### src/rtl/time_counter_if.sv
// Control/status bundle between the time_counter and its user (buttons, display decoders).
// TIME_COUNTER_ALARM_EN adds the alarm compare inputs and the alarm_hit pulse.
interface time_counter_if;
  logic       run;
  logic       set_en;
  logic [1:0] set_field;
  logic       set_up;
  logic       set_down;
  logic [5:0] seconds;
  logic [5:0] minutes;
  logic [5:0] hours;
  logic       sec_tick;
  logic [1:0] mode;
`ifdef TIME_COUNTER_ALARM_EN
  logic [5:0] alarm_hours;
  logic [5:0] alarm_minutes;
  logic       alarm_arm;
  logic       alarm_hit;

  modport master (
    output run, set_en, set_field, set_up, set_down, alarm_hours, alarm_minutes, alarm_arm,
    input  seconds, minutes, hours, sec_tick, mode, alarm_hit
  );
  modport slave (
    input  run, set_en, set_field, set_up, set_down, alarm_hours, alarm_minutes, alarm_arm,
    output seconds, minutes, hours, sec_tick, mode, alarm_hit
  );
`else
  modport master (
    output run, set_en, set_field, set_up, set_down,
    input  seconds, minutes, hours, sec_tick, mode
  );
  modport slave (
    input  run, set_en, set_field, set_up, set_down,
    output seconds, minutes, hours, sec_tick, mode
  );
`endif
endinterface

### src/rtl/time_counter.sv
// Time-of-day counter: 1 Hz prescaler, hh:mm:ss in binary, run/stop/set FSM with field edits.
// Optional alarm compare enabled by defining TIME_COUNTER_ALARM_EN.
module time_counter #(
  parameter int unsigned TICK_DIV = 100000000,
  parameter int unsigned CNT_W    = 27
) (
  input logic           clk,
  input logic           reset,
  time_counter_if.slave bus
);
  typedef enum logic [1:0] {
    StStop = 2'b00,
    StRun  = 2'b01,
    StSet  = 2'b10
  } state_e;

  localparam logic [CNT_W-1:0] PrescMax = CNT_W'(TICK_DIV - 1);

  state_e           state_q, state_d;
  logic [CNT_W-1:0] presc_q, presc_d;
  logic [5:0]       sec_q, sec_d, min_q, min_d, hr_q, hr_d;
  logic             tick_q, tick_d;

  // Single-field step with independent wrap at max_v; no carry out.
  function automatic logic [5:0] wrap_step(input logic [5:0] v, input logic [5:0] max_v,
                                           input logic up);
    if (up) return (v == max_v) ? 6'd0 : v + 6'd1;
    else    return (v == 6'd0) ? max_v : v - 6'd1;
  endfunction

  always_comb begin
    state_d = state_q;
    unique case (state_q)
      StStop:  state_d = bus.set_en ? StSet : (bus.run ? StRun : StStop);
      StRun:   state_d = bus.set_en ? StSet : (bus.run ? StRun : StStop);
      StSet:   state_d = bus.set_en ? StSet : StStop;
      default: state_d = StStop;
    endcase
  end

  // Prescaler only runs while staying in RUN, so a tick on the exit cycle is dropped.
  always_comb begin
    presc_d = '0;
    tick_d  = 1'b0;
    if (state_q == StRun && state_d == StRun) begin
      if (presc_q == PrescMax) tick_d = 1'b1;
      else                     presc_d = presc_q + 1'b1;
    end
  end

  always_comb begin
    sec_d = sec_q;
    min_d = min_q;
    hr_d  = hr_q;
    if (tick_d) begin
      if (sec_q == 6'd59) begin
        sec_d = 6'd0;
        if (min_q == 6'd59) begin
          min_d = 6'd0;
          hr_d  = (hr_q == 6'd23) ? 6'd0 : hr_q + 6'd1;
        end else begin
          min_d = min_q + 6'd1;
        end
      end else begin
        sec_d = sec_q + 6'd1;
      end
    end else if (state_q == StSet && (bus.set_up ^ bus.set_down)) begin
      unique case (bus.set_field)
        2'b00:   sec_d = wrap_step(sec_q, 6'd59, bus.set_up);
        2'b01:   min_d = wrap_step(min_q, 6'd59, bus.set_up);
        2'b10:   hr_d  = wrap_step(hr_q, 6'd23, bus.set_up);
        default: ;
      endcase
    end
  end

`ifdef TIME_COUNTER_ALARM_EN
  logic alarm_q, alarm_d;

  always_comb begin
    alarm_d = tick_d && bus.alarm_arm && (hr_d == bus.alarm_hours) &&
              (min_d == bus.alarm_minutes) && (sec_d == 6'd0);
  end

  always_ff @(posedge clk) begin
    if (reset) alarm_q <= 1'b0;
    else       alarm_q <= alarm_d;
  end

  assign bus.alarm_hit = alarm_q;
`endif

  always_ff @(posedge clk) begin
    if (reset) begin
      state_q <= StStop;
      presc_q <= '0;
      sec_q   <= 6'd0;
      min_q   <= 6'd0;
      hr_q    <= 6'd0;
      tick_q  <= 1'b0;
    end else begin
      state_q <= state_d;
      presc_q <= presc_d;
      sec_q   <= sec_d;
      min_q   <= min_d;
      hr_q    <= hr_d;
      tick_q  <= tick_d;
    end
  end

  assign bus.seconds  = sec_q;
  assign bus.minutes  = min_q;
  assign bus.hours    = hr_q;
  assign bus.sec_tick = tick_q;
  assign bus.mode     = state_q;
endmodule

### src/flat_wrapper.sv
// flat-port wrapper written by rule: the top's interface ports become plain ports
module time_counter_flat 
#(
  parameter int unsigned TICK_DIV = 100000000,
  parameter int unsigned CNT_W    = 27
)
  (clk, reset, bus_run, bus_set_en, bus_set_field, bus_set_up, bus_set_down, bus_seconds, bus_minutes, bus_hours, bus_sec_tick, bus_mode);
  time_counter_if bus_i ();
  input logic clk;
  input logic reset;
  input wire logic [$bits(bus_i.run)-1:0] bus_run;
  input wire logic [$bits(bus_i.set_en)-1:0] bus_set_en;
  input wire logic [$bits(bus_i.set_field)-1:0] bus_set_field;
  input wire logic [$bits(bus_i.set_up)-1:0] bus_set_up;
  input wire logic [$bits(bus_i.set_down)-1:0] bus_set_down;
  output wire logic [$bits(bus_i.seconds)-1:0] bus_seconds;
  output wire logic [$bits(bus_i.minutes)-1:0] bus_minutes;
  output wire logic [$bits(bus_i.hours)-1:0] bus_hours;
  output wire logic [$bits(bus_i.sec_tick)-1:0] bus_sec_tick;
  output wire logic [$bits(bus_i.mode)-1:0] bus_mode;
  assign bus_i.run = bus_run;
  assign bus_i.set_en = bus_set_en;
  assign bus_i.set_field = bus_set_field;
  assign bus_i.set_up = bus_set_up;
  assign bus_i.set_down = bus_set_down;
  assign bus_seconds = bus_i.seconds;
  assign bus_minutes = bus_i.minutes;
  assign bus_hours = bus_i.hours;
  assign bus_sec_tick = bus_i.sec_tick;
  assign bus_mode = bus_i.mode;
  time_counter #(.TICK_DIV(TICK_DIV), .CNT_W(CNT_W)) u_core (.clk(clk), .reset(reset), .bus(bus_i));
endmodule
### config.mk
export PLATFORM = sky130hd
export DESIGN_NAME = time_counter_flat
export DESIGN_NICKNAME = d
export VERILOG_FILES = /design/src/rtl/time_counter_if.sv /design/src/rtl/time_counter.sv /design/src/flat_wrapper.sv
export SDC_FILE = /design/constraint.sdc
export NUM_CORES = 1
export LEC_CHECK = 0
export CAP_MARGIN = 15
export CORE_ASPECT_RATIO = 0.9
export CORE_MARGIN = 2
export CORE_UTILIZATION = 42
export CTS_CLUSTER_DIAMETER = 50
export DETAILED_ROUTE_END_ITERATION = 6
export HOLD_SLACK_MARGIN = 0.08
export MAX_ROUTING_LAYER = met4
export PLACE_DENSITY = 0.68
export REMOVE_ABC_BUFFERS = 1
export SLEW_MARGIN = 20
export SYNTH_ARGS = -nofsm -noshare
export SYNTH_HDL_FRONTEND = slang
export SYNTH_SLANG_ARGS = --single-unit
### constraint.sdc
create_clock -name clk -period 2.9 [get_ports clk]
set_clock_uncertainty 0.1 [all_clocks]
set_input_delay 0.29 -clock clk [delete_from_list [all_inputs] [get_ports clk]]
set_output_delay 0.29 -clock clk [all_outputs]
set_load 0.005 [all_outputs]
==> results of run 1 <==
## state kept, by name, indices dropped and copies added (netlist names)
register,cells
u_core.bus.minutes,6
u_core.bus.hours,6
u_core.presc_q,27
u_core.bus.seconds,6
u_core.bus.mode,2
u_core.bus.sec_tick,1
## cell type report
class,count,area [µm²]
fillers,655,3260
multi-input cells,287,1850
flip-flops and latches,48,961
repair buffers,36,353
well taps,90,113
clock buffers,6,82.6
inverters,15,56.3
clock inverters,2,15.0
## through the flow
stage                     hold WS (ns)  cell area (µm²)  instances
after detailed placement         0.360             3330        476
after global placement           0.343             3330        476
after CTS                        0.382             3430        484
after floorplan                  0.256             2860        350
final                            0.379             3430        484
after global routing             0.450             3430        484
## power groups by stage
stage | Clock (mW) | Sequential [mW] | Combinational, mW
after floorplan | 0 | 0.690 | 0.0610
after global placement | 0 | 0.692 | 0.107
after detailed placement | 0 | 0.692 | 0.109
after CTS | 0.437 | 0.676 | 0.109
after global routing | 0.461 | 0.678 | 0.121
final | 0.420 | 0.676 | 0.109
## synth_stat cells (all sizes together), types with 3 or more instances
library cell / n / area, µm²
nor3: 11 / 55.1
mux2i: 6 / 60.1
nor2: 58 / 218
xor2: 17 / 149
nor4: 3 / 18.8
or4b: 3 / 33.8
ha: 10 / 125
nand3: 23 / 120
or3: 7 / 47.5
buf: 5 / 23.8
nand2: 23 / 86.3
inv: 15 / 56.3
o211ai: 5 / 37.5
nor2b: 5 / 31.3
a21oi: 16 / 80.1
and3: 8 / 50.1
a211o: 5 / 43.8
or2: 7 / 43.8
clkbuf: 15 / 56.3
o21ai: 10 / 50.1
nand4: 8 / 50.1
xnor2: 23 / 201
dfxtp: 48 / 961
and2: 4 / 25.0
a211oi: 4 / 30.0
## metal layers
metal	wire (µm)	vias to the layer above	part of all wire [%]
met1	3280	1221	51
li1	-	1333	-
met4	74	0	1.2
met5	0	-	0
met3	217	9	3.4
met2	2860	46	44
## kinds of logic after synthesis
logic type,after synthesis,synth area share [%]
flip-flops,48,32.7
multiplexers,6,2.04
XOR/XNOR,40,11.9
adder cells (fa/ha/maj),10,4.25
AND/OR/NAND/NOR,174,31.2
buffers and inverters,35,4.63
AO/OA/AOI/OAI,57,13.4
## how the worst min path moves through the flow
stage               slack (ns)  cells past startpoint             endpoint              start
finish                    0.38                      1    u_core.presc_q[0]  u_core.presc_q[0]
global route              0.45                      1    u_core.presc_q[0]  u_core.presc_q[0]
CTS                       0.38                      1    u_core.presc_q[0]  u_core.presc_q[0]
detailed placement        0.36                      1    u_core.presc_q[0]  u_core.presc_q[0]
global placement          0.34                      1    u_core.presc_q[0]  u_core.presc_q[0]
floorplan                 0.26                      1  u_core.bus.hours[3]              reset
==> metrics.txt, run 1 <==
most common cell after layout, fill and taps aside nor2_1; first-pass GRT wire length ~11000 µm; clock share of power 34.9%; PD cells 351 nW/µm²; Synth Flop Type dfxtp_1; outcome finished, final reports clean; ANT nets after route 0; Post-Route WL 6430 µm; post-CTS sizing 0; vias in the first global route 2373; met1 GRT Util 25.4%; r2r setup slk between 0.2 and 0.25 ns; Top Ports 29; fin crit period 2.67 ns; critical path fanouts, max 5; H-tree lvl count 2; CTS Buffer Depth 2; clk sinks 48; fin util 51.3%; initial antenna violation count 0; final worst-path cycle share 91.9%; ys async rst share 0%; max-cap violation count 0; antenna fix cells 0; worst flop-to-flop path endpoint u_core.bus.hours[3]; final worst setup slack around 0.23 ns; Warnings, synthesis 0; r2r startpoint u_core.presc_q[9]; CP startpoint kind flop; Worst EP required approximately 3.0 ns; RSZ-0062 raised after global routing no; CP peak stage delay 0.57 ns; max-slew violations 0; die height 83.4 µm; commonest cells after routing, fill and taps aside nor2_1, dfxtp_1, clkdlybuf4s50_1; Setup Total Neg Slack 0 ns; part of the power in combinational logic 9.0%; Power Internal 0.912 mW; sw frac 24.3%; Setup-failing EPs final 0; crit path kind reg2reg; Worst Path Buf+Inv 0; Post-synth EDFFs 0; met3 Use GR 2.45%; drt first pass iters 4; share of layout cells above drive strength 1 9.39%; Peak VDD IR 0.223 mV; largest delay contributor family on the critical path simple AND/OR/NAND/NOR gates; largest net degree at the start of global routing 28; Crit path arrival time 2.79 ns; Clock Latency Late Sink around 0.30 ns; met2 Use GR roughly a quarter; Slew headroom 62.6%; Final nets 411; IO buf count 28; Power Total 1.20 mW; final hold viol count 0; cts hold-fix bufs 0; dpl ws 0.0405 ns; Flop pwr share 56.1%; Initial Util 44.0%; gr busiest metal met2; Root Driver clkbuf_8; Critical Path Sink Type flop; routed len/inst 13.3 µm; worst path cell trace or4b_4 > or4_1 > or4_4 > nand2b_2 > a31oi_1 > a221oi_2; CP max stage cell or4b_4; GPL Wtd Cong 0.830; Congestion Overflow GR 0; Hold Crit Class reg2reg; DRC 0; Post-CTS Setup Bufs 0; max frequency 375 MHz; Mapped Area 2940 µm²; Net Switching 0.293 mW; crit path capture u_core.bus.hours[3]; CTS tree done; sequential share of the synthesized area 32.7%; synth unique cells 56; critical path startpoint u_core.presc_q[9]; Core ar. 6690 µm²; Worst-Margin Slew 0.557 ns; syn avg cell area 7.95 µm²; Die Wd 92.2 µm; via count 2609; DIE AREA slightly below 8000 µm²; Total GRT Usage 17.7%; CTS Buf Count 5; Crit path depth 6; 1st-iter DRT viols 105; post-synthesis cell count 370; leakage approximately 1.2 nW; post-DR vias/cell 5.39; area grow syn2layout 16.6%; Synth Register Bits 48; Worst-path clk slew 0.09 ns; Post-DP HPWL roughly 4800 µm; std cell rows 28; FF-to-FF path depth 6
Power figures use the tool's default switching activity.
==> run 2: changes to the inputs <==
--- a/config.mk
+++ b/config.mk
@@ -11,9 +11,10 @@
 export CORE_UTILIZATION = 42
 export CTS_CLUSTER_DIAMETER = 50
 export DETAILED_ROUTE_END_ITERATION = 6
+export GPL_TIMING_DRIVEN = 0
 export HOLD_SLACK_MARGIN = 0.08
 export MAX_ROUTING_LAYER = met4
-export PLACE_DENSITY = 0.68
+export PLACE_DENSITY = 0.7
 export REMOVE_ABC_BUFFERS = 1
 export SLEW_MARGIN = 20
 export SYNTH_ARGS = -nofsm -noshare
==> constraint.sdc (replaced) <==
create_clock -name clk -period 2.2 [get_ports clk]
set_clock_uncertainty 0.1 [all_clocks]
set_input_delay 0.22 -clock clk [delete_from_list [all_inputs] [get_ports clk]]
set_output_delay 0.22 -clock clk [all_outputs]
set_load 0.005 [all_outputs]
==> run 2 against run 1 <==
Net effect:
- the flow now finishes with violations (negative setup slack)
- global-route usage rose by 3.2 points
- cell count rose by 4.8%
- register-to-register slack got worse by 0.58 ns
- critical path depth did not move
- utilization rose by 5.9 points
- sequential share of layout area fell by 2.5 points
- first-iteration DRC count rose by 32%
- hold slack got worse by 0.0051 ns
- critical endpoint unchanged
- combinational power rose by 52%
- fmax rose by 4.7%
- routed wire length rose by 20%
- highest routed layer unchanged
- setup slack got worse by 0.58 ns
==> metrics.txt, run 2 (synthesized netlist as in run 1, its figures left out) <==
Crit path arrival time 2.67 ns (-0.12 ns); max reg flops 27 (unchanged); Total GRT Usage 20.9% (+3.2 points); max frequency 393 MHz (+4.7%); most common cell after layout, fill and taps aside nor2_1; sw frac 24.7% (+0.41 points); DRC 0 (unchanged); Power Internal 1.29 mW (+42%); Slew headroom 39.5% (-23 points); Die Wd 92.2 µm (unchanged); clk sinks 48 (unchanged); routed len/inst 15.3 µm (+15%); Peak VDD IR 0.230 mV (+3.3%); leakage 1.33 nW (+15%); Congestion Overflow GR 0 (unchanged); commonest cells after routing, fill and taps aside nor2_1, dfxtp_1, clkdlybuf4s50_1; Final nets 434 (+5.6%); 1st-iter DRT viols 139 (+32%); CP startpoint kind flop; clock share of power 38.2% (+3.3 points); share of layout cells above drive strength 1 21.1% (+12 points); CP peak stage delay 0.56 ns (about the same); Met1 Wirelength 3550 µm (+8.1%); Hold Crit Class reg2reg; CTS tree done; Root Driver clkbuf_8; part of the power in combinational logic 9.7% (+0.7 points); Setup-failing EPs final 45 (+45); drt first pass iters 5 (+1); Power Total 1.72 mW (+42%); Largest Register u_core.presc_q; H-tree lvl count 2 (unchanged); largest delay contributor family on the critical path simple AND/OR/NAND/NOR gates; Top Metal Used met4; GPL Wtd Cong 0.839 (+0.99%); IO buf count 28 (unchanged); Flop pwr share 52.1% (-4.0 points); initial antenna violation count 0 (unchanged); final hold viol count 0 (unchanged); Core ar. 6690 µm² (unchanged); RSZ-0062 raised after global routing yes; max-slew violations 0 (unchanged); WL met2 3700 µm (+29%); Post-Route WL 7750 µm (+20%); antenna fix cells 0 (unchanged); CTS Buffer Depth 2 (unchanged); Worst-Margin Slew 0.905 ns (+0.348 ns); cts hold-fix bufs 0 (unchanged); PD cells 448 nW/µm² (+28%); first-pass GRT wire length 12800 µm (+16%); crit path kind reg2reg; failing checks negative setup slack; Post-DP HPWL 4480 µm (-5.7%); worst path cell trace or4b_4 > or4_4 > or4_4 > nand2b_4 > a31oi_2 > a221oi_2; die height 83.4 µm (unchanged); Initial Util 44.0% (unchanged); met3 wire length 279 µm (+29%); via count 2851 (+9.3%); Clock Latency Late Sink 0.32 ns (+0.02 ns); DIE AREA 7690 µm² (unchanged); Top Ports 29 (unchanged); area grow syn2layout 30.1%; outcome finished, violations left; final worst setup slack -0.348 ns (-0.581 ns); CTS Buf Count 5 (unchanged); critical path fanouts, max 4 (-1); final worst-path cycle share 116% (+24 points); CP max stage cell or4b_4; post-DR vias/cell 5.62 (+4.3%); Worst EP required 2.33 ns (-0.69 ns); vias in the first global route 2668 (+12%); Net Switching 0.424 mW (+45%); Worst-path clk slew 0.10 ns (about the same); std cell rows 28 (unchanged); fin crit period 2.55 ns (-0.119 ns); most frequent CP cell or4_4; largest net degree at the start of global routing 21 (-25%); max-cap violation count 0 (unchanged); ANT nets after route 0 (unchanged); Critical Path Sink Type flop; fin util 57.2% (+5.9 points); Worst Path Buf+Inv 0 (unchanged)
-- run 2: cell count changes in the layout (fill, tap and decap cells not counted), sizes merged --
cell | before | now
buf | 8 | 25
a31oi | 2 | 4
nand3 | 23 | 25
a21oi | 16 | 17
a22oi | 2 | 3
bufinv | 0 | 1
clkbuf | 6 | 5
clkdlybuf4s50 | 28 | 27
clkinv | 0 | 1
clkinvlp | 2 | 1
dlymetal6s2s | 0 | 1
-- run 2: power by group through the flow --
stage / registers, mW / logic [mW] / clock network [mW]
floorplan: 0.910 / 0.0804 / 0
global placement: 0.912 / 0.133 / 0
detailed placement: 0.913 / 0.136 / 0
CTS: 0.894 / 0.157 / 0.657
global route: 0.897 / 0.180 / 0.702
finish: 0.894 / 0.166 / 0.656
-- run 2: area by class of cell --
type / count / area [µm²]
inverter: 15 / 56.3
clock inverter: 3 / 42.5
sequential: 48 / 975
tap: 90 / 113
clock buffer: 5 / 68.8
timing repair buffer: 53 / 489
multi-input combinational: 293 / 2080
fill: 579 / 2860
-- run 2: path summary, 6_finish.rpt --
kind	slack, ns	to	cells past startpoint	startpoint
max	-0.35	u_core.bus.hours[3]	6	u_core.presc_q[17]
min	0.37	u_core.presc_q[0]	1	u_core.presc_q[0]
max reg2reg	-0.35	u_core.bus.hours[3]	6	u_core.presc_q[17]
min reg2reg	0.37	u_core.presc_q[0]	1	u_core.presc_q[0]
-- run 2: per-stage QoR --
stage / area (µm²) / TNS (ns) / hold WS [ns] / std cells / setup WS (ns)
5_1_grt: 3830 / -10.91 / 0.419 / 507 / -0.396
3_5_place_dp: 3270 / -26.51 / 0.354 / 468 / -1.10
6_report: 3830 / -6.29 / 0.374 / 507 / -0.348
2_1_floorplan: 2860 / -9.07 / 0.186 / 350 / -0.298
3_3_place_gp: 3260 / -26.78 / 0.342 / 468 / -1.04
4_1_cts: 3730 / -8.09 / 0.377 / 502 / -0.290
-- run 2: what timing repair did --
| action | 4_1_cts | 5_1_grt |
|---|---|---|
| endpoints found under the setup margin | 45 | 45 |
| cloned | 5 | 1 |
| resized for setup | 30 | 21 |
| buffers inserted | 21 | 4 |
| hold endpoints to repair | 0 | 0 |
| pin swaps | 19 | 10 |
-- run 2: worst register-to-register path, cell delays in order (launching register included) --
cell	delay, ns
dfxtp_2	0.33
or4b_4	0.56
or4_4	0.56
or4_4	0.47
nand2b_4	0.14
a31oi_2	0.10
a221oi_2	0.22
-- run 2: per-layer routing --
layer	up-vias	track usage, %
met5	-	-
met4	0	10.4
met3	22	3.18
met2	77	31.9
met1	1351	26.9
li1	1401	-
==> run 3: changes to the inputs <==
--- a/config.mk
+++ b/config.mk
@@ -6,15 +6,15 @@
 export NUM_CORES = 1
 export LEC_CHECK = 0
 export CAP_MARGIN = 15
-export CORE_ASPECT_RATIO = 0.9
+export CORE_ASPECT_RATIO = 0.8
 export CORE_MARGIN = 2
-export CORE_UTILIZATION = 42
+export CORE_UTILIZATION = 52
 export CTS_CLUSTER_DIAMETER = 50
 export DETAILED_ROUTE_END_ITERATION = 6
 export GPL_TIMING_DRIVEN = 0
 export HOLD_SLACK_MARGIN = 0.08
 export MAX_ROUTING_LAYER = met4
-export PLACE_DENSITY = 0.7
+export PLACE_DENSITY = 0.83
 export REMOVE_ABC_BUFFERS = 1
 export SLEW_MARGIN = 20
 export SYNTH_ARGS = -nofsm -noshare
==> run 3 against run 2 <==
Net effect:
- setup slack worse by 0.0025 ns
- hold slack better by 0.0091 ns
- clock power is 0.9% lower
- via count is 3.0% higher
- cell count is 2.8% lower
- global-route usage is 2.7 points higher
- highest routed layer unchanged
- sequential cell count stayed put
- the flow still finishes with violations (negative setup slack)
- critical path depth is 1 higher
- sequential power hardly changed
- non-clock buffer count is 2 lower
==> metrics.txt, run 3 (synthesized netlist as in run 1, its figures left out) <==
outcome finished, violations left; failing checks negative setup slack; max-slew violations 0 (unchanged); post-DR vias/cell 5.96 (+5.9%); commonest cells after routing, fill and taps aside nor2_1, dfxtp_1, clkdlybuf4s50_1; via count 2936 (+3.0%); max frequency 392 MHz (about the same); PD cells 452 nW/µm² (+0.84%); antenna fix cells 0 (unchanged); Worst-path clk slew 0.10 ns (about the same); Clock Latency Late Sink 0.31 ns (about the same); area grow syn2layout 28.4%; Worst EP required 2.31 ns (-0.02 ns); fin util 69.2% (+12 points); r2r setup slk -0.35 ns (about the same); routed len/inst 16.8 µm (+10%); worst path cell trace or4b_4 > or4_4 > or4_4 > buf_4 > nand2_4 > a21oi_2 > o311a_1; part of the power in combinational logic 9.5% (-0.2 points); cts hold-fix bufs 0 (unchanged); Congestion Overflow GR 0 (unchanged); DRC 0 (unchanged); critical path startpoint u_core.presc_q[17]; Post-DP HPWL 4440 µm (-0.98%); die height 71.3 µm (-15%); sw frac 24.5% (-0.24 points); Final nets 432 (-0.46%); crit path kind reg2reg; CP startpoint kind flop; CP peak stage delay 0.55 ns (about the same); CP max stage cell or4b_4; FF-to-FF path depth 7 (+1); vias in the first global route 2528 (-5.2%); most common cell after layout, fill and taps aside nor2_1; critical path fanouts, max 3 (-1); final worst-path cycle share 116% (about the same); Flop pwr share 52.4% (+0.3 points); final worst setup slack -0.350 ns (-0.00248 ns); share of layout cells above drive strength 1 19.0% (-2.1 points); clk sinks 48 (unchanged); Crit path arrival time 2.66 ns (about the same); clock share of power 38.0% (-0.2 points); RSZ-0062 raised after global routing yes; Hold Crit Class reg2reg; Root Driver clkbuf_8; most frequent CP cell or4_4; Net Switching 0.418 mW (-1.4%); Slew headroom 37.3% (-2.1 points); dpl ws -1.16 ns (-0.0566 ns); GPL Wtd Cong 0.841 (+0.25%); max-cap violation count 0 (unchanged); CTS Buf Count 5 (unchanged); Setup-failing EPs final 45 (unchanged); H-tree lvl count 2 (unchanged); IO buf count 28 (unchanged); DIE AREA 6280 µm² (-18%); max reg flops 27 (unchanged); CTS Buffer Depth 2 (unchanged); Largest Register u_core.presc_q; fin crit period 2.55 ns (+0.00248 ns); ANT nets after route 0 (unchanged); Initial Util 53.8% (+9.9 points); Top Ports 29 (unchanged); drt first pass iters 5 (unchanged); Power Internal 1.29 mW (-0.13%); Fillers 422 (-27%); Total GRT Usage 23.6% (+2.7 points); std cell rows 24 (-14%); first-pass GRT wire length 11600 µm (-9.7%); Worst-Margin Slew 0.937 ns (+0.0318 ns); 1st-iter DRT viols 241 (+73%); leakage 1.31 nW (-2.1%); worst flop-to-flop path endpoint u_core.bus.seconds[2]; initial antenna violation count 0 (unchanged); Die Wd 88.1 µm (-4.5%); crit path capture u_core.bus.seconds[2]; largest net degree at the start of global routing 24 (+14%); Post-Route WL 8300 µm (+7.1%); final hold viol count 0 (unchanged); Critical Path Sink Type flop; r2r startpoint u_core.presc_q[17]; Core ar. 5470 µm² (-18%); Peak VDD IR 0.319 mV (+38%); CTS tree done
-- run 3: changes by cell type in the layout (fill, tap and decap cells not counted), sizes merged --
cell / before / now
buf: 25 / 23
a21oi: 17 / 16
clkbuf: 5 / 6
clkinvlp: 1 / 0
nand3: 25 / 26
-- run 3: power groups by stage --
stage	Combinational [mW]	Clock (mW)	Sequential, mW
finish	0.163	0.650	0.896
floorplan	0.0804	0	0.910
CTS	0.141	0.646	0.894
global placement	0.130	0	0.913
global route	0.175	0.692	0.897
detailed placement	0.134	0	0.913
-- run 3: worst min-delay path by stage --
stage	from	endpoint	slack [ns]	depth (start not counted)
after floorplan	reset	u_core.bus.hours[3]	0.19	1
after global placement	u_core.presc_q[0]	u_core.presc_q[0]	0.34	1
after detailed placement	u_core.presc_q[0]	u_core.presc_q[0]	0.37	1
after CTS	u_core.presc_q[0]	u_core.presc_q[0]	0.39	1
after global routing	u_core.presc_q[0]	u_core.presc_q[0]	0.40	1
final	u_core.presc_q[0]	u_core.presc_q[0]	0.38	1
-- run 3: final cells by class --
type / count / area (µm²) / area share [%]
clock buffer: 6 / 72.6 / 1.92
clock inverter: 2 / 35.0 / 0.927
tap: 78 / 97.6 / 2.58
inverter: 15 / 56.3 / 1.49
timing repair buffer: 51 / 483 / 12.8
sequential: 48 / 968 / 25.6
multi-input combinational: 293 / 2070 / 54.7
-- run 3: worst max-delay path, delay by kind of cell (launching register included) --
family	cells	cell delay, ns
simple gates	4	1.64
flops	1	0.33
compound gates	2	0.21
buf+inv	1	0.17
-- run 3: stage by stage --
| step | setup TNS (ns) | instances | hold WS, ns | cell area (µm²) | total power [mW] |
|---|---|---|---|---|---|
| 5_1_grt | -12.88 | 493 | 0.400 | 3780 | 1.76 |
| 3_5_place_dp | -26.82 | 456 | 0.365 | 3260 | 1.05 |
| 2_1_floorplan | -9.07 | 350 | 0.186 | 2860 | 0.990 |
| 6_report | -9.85 | 493 | 0.383 | 3780 | 1.71 |
| 4_1_cts | -9.28 | 476 | 0.385 | 3530 | 1.68 |
| 3_3_place_gp | -25.93 | 456 | 0.342 | 3240 | 1.04 |
-- run 3: routing by layer --
layer	global-route usage [%]	part of all wire [%]	vias up
met3	4.03	6.5	31
met2	37.6	46	136
li1	-	-	1399
met5	-	0	-
met1	30.6	44	1370
met4	7.58	2.9	0
-- run 3: repair_timing --
action                                  in CTS  in global routing
pin swaps                                    7                  8
buffers inserted                            10                 13
gates cloned                                 2                  4
endpoints found under the setup margin      46                 45
gates resized for setup                     16                 21
